`config.mk`:
```
export PLATFORM = sky130hd
export DESIGN_NAME = inst_mem_loader
export DESIGN_NICKNAME = d
export VERILOG_FILES = /design/src/rtl/inst_mem_loader.sv
export SDC_FILE = /design/constraint.sdc
export NUM_CORES = 1
export LEC_CHECK = 0
export ABC_AREA = 0
export ABC_CLOCK_PERIOD_IN_PS = 2000
export CORE_ASPECT_RATIO = 0.6
export CORE_UTILIZATION = 35
export DETAILED_ROUTE_END_ITERATION = 10
export PLACE_DENSITY = 0.67
export SETUP_SLACK_MARGIN = 0.02
export SKIP_LAST_GASP = 1
export SLEW_MARGIN = 15
export SYNTH_ARGS = -nofsm -noshare
export SYNTH_HDL_FRONTEND = slang
export SYNTH_SLANG_ARGS = --single-unit
```
`constraint.sdc`:
```
create_clock -name clk -period 2 [get_ports clk]
set_input_delay 0.4 -clock clk [delete_from_list [all_inputs] [get_ports clk]]
set_output_delay 0.4 -clock clk [all_outputs]
set_load 0.02 [all_outputs]
```
`src/rtl/inst_mem_loader.sv`:
```
// inst_mem_loader
// Writer side of the instruction-memory port. Receives a framed byte stream
// (sync, word count, little-endian payload, XOR checksum), assembles 32-bit
// instruction words and writes them to consecutive word addresses. The core
// is held in reset until a complete frame has loaded with a good checksum.
//
// Ports:
//   clk        - system clock
//   rst        - asynchronous active-low reset
//   byte_valid - byte_data holds a valid byte
//   byte_data  - incoming stream byte
//   byte_ready - loader accepts a byte this cycle (transfer on valid & ready)
//   wr_en      - instruction-memory write strobe, one cycle per word
//   wr_addr    - word address of the write
//   wr_data    - assembled instruction word
//   core_hold  - high while the core must be held in reset
//   busy       - a frame is in progress
//   done       - sticky: last frame loaded with a good checksum
//   error      - sticky: last frame failed (bad count or bad checksum)
module inst_mem_loader #(
  parameter int         INST_WIDTH                = 32,
  parameter int         INST_MEMORY_ADDRESS_WIDTH = 6,
  parameter logic [7:0] SYNC_BYTE                 = 8'hA5
) (
  input  logic                                 clk,
  input  logic                                 rst,
  input  logic                                 byte_valid,
  input  logic [7:0]                           byte_data,
  output logic                                 byte_ready,
  output logic                                 wr_en,
  output logic [INST_MEMORY_ADDRESS_WIDTH-1:0] wr_addr,
  output logic [INST_WIDTH-1:0]                wr_data,
  output logic                                 core_hold,
  output logic                                 busy,
  output logic                                 done,
  output logic                                 error
);

  localparam int AW    = INST_MEMORY_ADDRESS_WIDTH;
  localparam int DEPTH = 1 << AW;
  localparam int CW    = AW + 1;

  typedef enum logic [2:0] {
    S_IDLE,
    S_COUNT,
    S_DATA,
    S_WRITE,
    S_CHECK,
    S_DONE,
    S_ERROR
  } state_t;

  state_t        state;
  logic [CW-1:0] word_total;
  logic [CW-1:0] words_written;
  logic [1:0]    byte_idx;
  logic [7:0]    xor_acc;
  logic          accept;

  // A byte transfers only when the host offers it and the loader is ready.
  assign accept = byte_valid && byte_ready;

  // Frame-parsing state machine with all outputs registered alongside the
  // state. DONE and ERROR last one cycle and behave like IDLE for incoming
  // bytes, so a sync byte arriving right after a checksum is never lost.
  // wr_addr only advances when another word follows, so it never wraps
  // even for a full-depth frame and keeps the last written address.
  always_ff @(posedge clk or negedge rst) begin
    if (!rst) begin
      state         <= S_IDLE;
      byte_ready    <= 1'b1;
      wr_en         <= 1'b0;
      wr_addr       <= '0;
      wr_data       <= '0;
      core_hold     <= 1'b1;
      busy          <= 1'b0;
      done          <= 1'b0;
      error         <= 1'b0;
      word_total    <= '0;
      words_written <= '0;
      byte_idx      <= '0;
      xor_acc       <= '0;
    end else begin
      wr_en <= 1'b0;
      case (state)
        S_IDLE, S_DONE, S_ERROR: begin
          state      <= S_IDLE;
          busy       <= 1'b0;
          byte_ready <= 1'b1;
          if (accept && byte_data == SYNC_BYTE) begin
            state     <= S_COUNT;
            busy      <= 1'b1;
            done      <= 1'b0;
            error     <= 1'b0;
            wr_addr   <= '0;
            xor_acc   <= '0;
            core_hold <= 1'b1;
          end
        end

        S_COUNT: begin
          if (accept) begin
            if (byte_data == 8'd0 || int'(byte_data) > DEPTH) begin
              state <= S_ERROR;
              error <= 1'b1;
            end else begin
              state         <= S_DATA;
              word_total    <= CW'(byte_data);
              words_written <= '0;
              byte_idx      <= '0;
            end
          end
        end

        S_DATA: begin
          if (accept) begin
            wr_data[{byte_idx, 3'b000} +: 8] <= byte_data;
            xor_acc  <= xor_acc ^ byte_data;
            byte_idx <= byte_idx + 2'd1;
            if (byte_idx == 2'd3) begin
              state      <= S_WRITE;
              wr_en      <= 1'b1;
              byte_ready <= 1'b0;
            end
          end
        end

        S_WRITE: begin
          byte_ready    <= 1'b1;
          words_written <= words_written + CW'(1);
          if (words_written + CW'(1) == word_total) begin
            state <= S_CHECK;
          end else begin
            state   <= S_DATA;
            wr_addr <= wr_addr + AW'(1);
          end
        end

        S_CHECK: begin
          if (accept) begin
            if (byte_data == xor_acc) begin
              state     <= S_DONE;
              done      <= 1'b1;
              core_hold <= 1'b0;
            end else begin
              state <= S_ERROR;
              error <= 1'b1;
            end
          end
        end

        default: begin
          state      <= S_IDLE;
          busy       <= 1'b0;
          byte_ready <= 1'b1;
        end
      endcase
    end
  end

endmodule

```
==> out/results.txt <==
Status: finished, violations left
Failing checks: negative hold slack
Crit Path Category: primary input to register
Mapped Nets: 411
Pleak: 2.146 nW
Sequential cell area: 1780 um2
Fin area: 4940 um2
Data required, critical path: 2220 ps
Site row count: 28
Tcrit/Tclk final: 96.25%
Die Wd: 132.0 um
Drt first-iter violations: 282
Vias in the first global route: 2965
Antenna cells: 0
Worst skew pair latency: 340 ps
Final core utilization: 50.18%
Gp weighted congestion: 0.8803
PortBufs: 54
Worst Setup End Kind: register
Max Root-Sink Buffers: 2
EDFF count, synth: 0
Flops & latches, synth: 71
Area of the multi-input gates: 1729 um2
Post-synth top area cell: dfrtp_1
CTS sink cnt: 71
Mean instance size in the synthesized netlist: 9.052 um2
Residual DRC: 0
Final WL: 9524 um
H-tree Lvls: 3
Peak supply drop: 0.5120 mV
Worst slew pin tran: 424.9 ps
WP data arrival: 2150 ps
Worst Reg-to-Reg Cells: 5
Synth top area cells: dfrtp_1, nand2_1, o21ai_0, xnor2_1, ha_1
DRT Pass-1 Iters: 5
Largest net degree at the start of global routing: 41
Setup Slack @ Placement: -316.2 ps
Cell Area, Synth: 3548 um2
Final Max Tran Viols: 0
Minimum clock period: 1925 ps
Startpoint Class: primary input
Achievable Freq: 0.5195 GHz
Post-DRT Antenna Nets: 0
Yosys cell types: 48
Slack of the critical path: 74.95 ps
Final nets: 505
CTS Buf Count: 9
Crit-path max FO: 4
Layout cells sized above 1: 19.76%
Critical Path Start: byte_valid
Global Route Usage Sum: 19.35%
Antenna violations before repair: 0
Power per Cell Area: 1509 nW/um2
TritonCTS clock tree: done
Ys flop type: dfrtp_1
Clk Tree Root Cell: clkbuf_16
Clock skew: 4.944 ps
Hold/Removal Path Class: primary input to async pin
Async set or reset register ratio after synthesis: 100.0%
Remaining Overflow, GRT: 0
FILL cells: 877
Clk slew on worst S/H paths: 60 ps
Die ar.: 10560 um2
Seq/Total Area, Yosys: 50.14%
Area Growth Syn to Fin: 39.21%
Flop2flop setup slack: 100 ps
Core ar.: 9844 um2
Via count: 3187
Initial Util: 36.04%
Vias per cell: 5.091
Worst hold slack: -5.265 ps
# IOs: 55
Detail Placement HPWL: 6773 um
Total of warnings raised by yosys: 0
Slew headroom: 71.67%
# hold bufs at CTS: 0
Worst Setup EP: word_total[0]$_DFFE_PN0P_
Worst reg2reg endpoint: word_total[0]$_DFFE_PN0P_
Reg2reg start: byte_ready$_DFFE_PN1P_
First-pass GRT wire length: 15480 um
Syn Inst Count: 392
Dpl cell area: 4531 um2
Share of the synthesized area in the top cell type: 48.66%
DIE HEIGHT: 80.00 um
Max-cap violation count: 0
Hold Violations, Final: 15
Avg WL per Cell: 15.21 um
Setup-failing EPs final: 0
routing by layer:
metal	up-vias	global-route usage, %	routed length (um)
met4	0	6.279	112
met1	1549	28.32	4857
met3	13	5.397	576
li1	1517	-	-
met5	-	0	0
met2	108	27.04	3977
layout by cell type (no fill, tap or decap), drive strengths merged, types with 3 or more instances in the layout:
cell type,synthesis,layout
a21oi,8,8
buf,5,50
clkbuf,15,13
clkdlybuf4s50,0,50
dfrtp,69,69
dlymetal6s2s,0,3
ha,8,8
inv,8,8
mux2,8,8
mux2i,6,6
nand2,99,99
nand2b,4,4
nand3,7,7
nand4,4,4
nor2,27,27
nor2b,3,3
nor3,5,5
nor3b,4,4
o21ai,61,61
or3,3,3
xnor2,12,12
xor2,9,9
logic make-up after synthesis:
kind of cell	Yosys count	synth area share, %
buffers and inverters	28	3.455
muxes	14	4.231
DFF	71	50.14
xor gates and xnor gates	21	5.183
and+or+nand+nor	164	20.49
AOI/OAI and AO/OA	86	13.68
adders and majority gates	8	2.821
where the power goes:
part           internal (W)  switching (W)  total, W
registers           0.00198       0.000453   0.00243
clock network      0.000903       0.000598   0.00150
logic               0.00162        0.00190   0.00352
total               0.00450        0.00295   0.00745
critical path: stages:
cell             delay [ps]
clkdlybuf4s50_1         500
nand2_2                  70
or3_4                   400
a211oi_4                250
buf_2                   190
mux2_2                  330
Yosys cell counts (4+ instances only):
| cell type | number |
|---|---|
| a21oi_1 | 8 |
| clkbuf_1 | 15 |
| dfrtp_1 | 69 |
| ha_1 | 8 |
| inv_1 | 8 |
| mux2_2 | 8 |
| mux2i_1 | 6 |
| nand2_1 | 98 |
| nand2b_1 | 4 |
| nand3_1 | 6 |
| nand4_1 | 4 |
| nor2_1 | 25 |
| nor3_1 | 5 |
| nor3b_1 | 4 |
| o21ai_0 | 60 |
| xnor2_1 | 12 |
| xor2_1 | 9 |
sequential cells by signal, indices dropped and copies added (netlist names), 2 cells and up:
| name | flops |
|---|---|
| byte_idx | 2 |
| state | 3 |
| word_total | 7 |
| words_written | 7 |
| wr_addr | 6 |
| wr_data | 32 |
| xor_acc | 8 |
final cells by class:
type | instances | area share (%)
multi-input combinational | 293 | 35.01
clock inverter | 3 | 0.3546
inverter | 8 | 0.6079
sequential | 71 | 36.04
clock buffer | 13 | 5.268
timing repair buffer | 103 | 19.30
tap | 135 | 3.419
metrics by stage:
step	total power (W)	setup TNS, ps	cells
after floorplan	0.004383	0	392
after global placement	0.005709	-6935	605
after detailed placement	0.005813	-7544	605
after CTS	0.007355	0	621
after global routing	0.007963	-14.41	626
final	0.007454	0	626
what timing repair did:
item | in CTS | in global routing
setup endpoints to repair | 3 | 58
endpoints found under the hold margin | 0 | 0
resized for setup | 1 | 26
setup buffers | 0 | 4
gates cloned | 0 | 1
pin swaps | 0 | 3
how the worst min path moves through the flow:
stage	end	cells past startpoint	slack (ps)	startpoint
3_3_place_gp	words_written[0]$_DFFE_PN0P_	1	360	rst
3_5_place_dp	words_written[0]$_DFFE_PN0P_	1	370	rst
4_1_cts	words_written[4]$_DFFE_PN0P_	1	4	rst
5_1_grt	words_written[1]$_DFFE_PN0P_	1	30	rst
6_report	words_written[1]$_DFFE_PN0P_	1	-5	rst
2_1_floorplan	busy$_DFFE_PN0N_	0	100	rst
No activity file was read; power rests on OpenSTA's default activity.
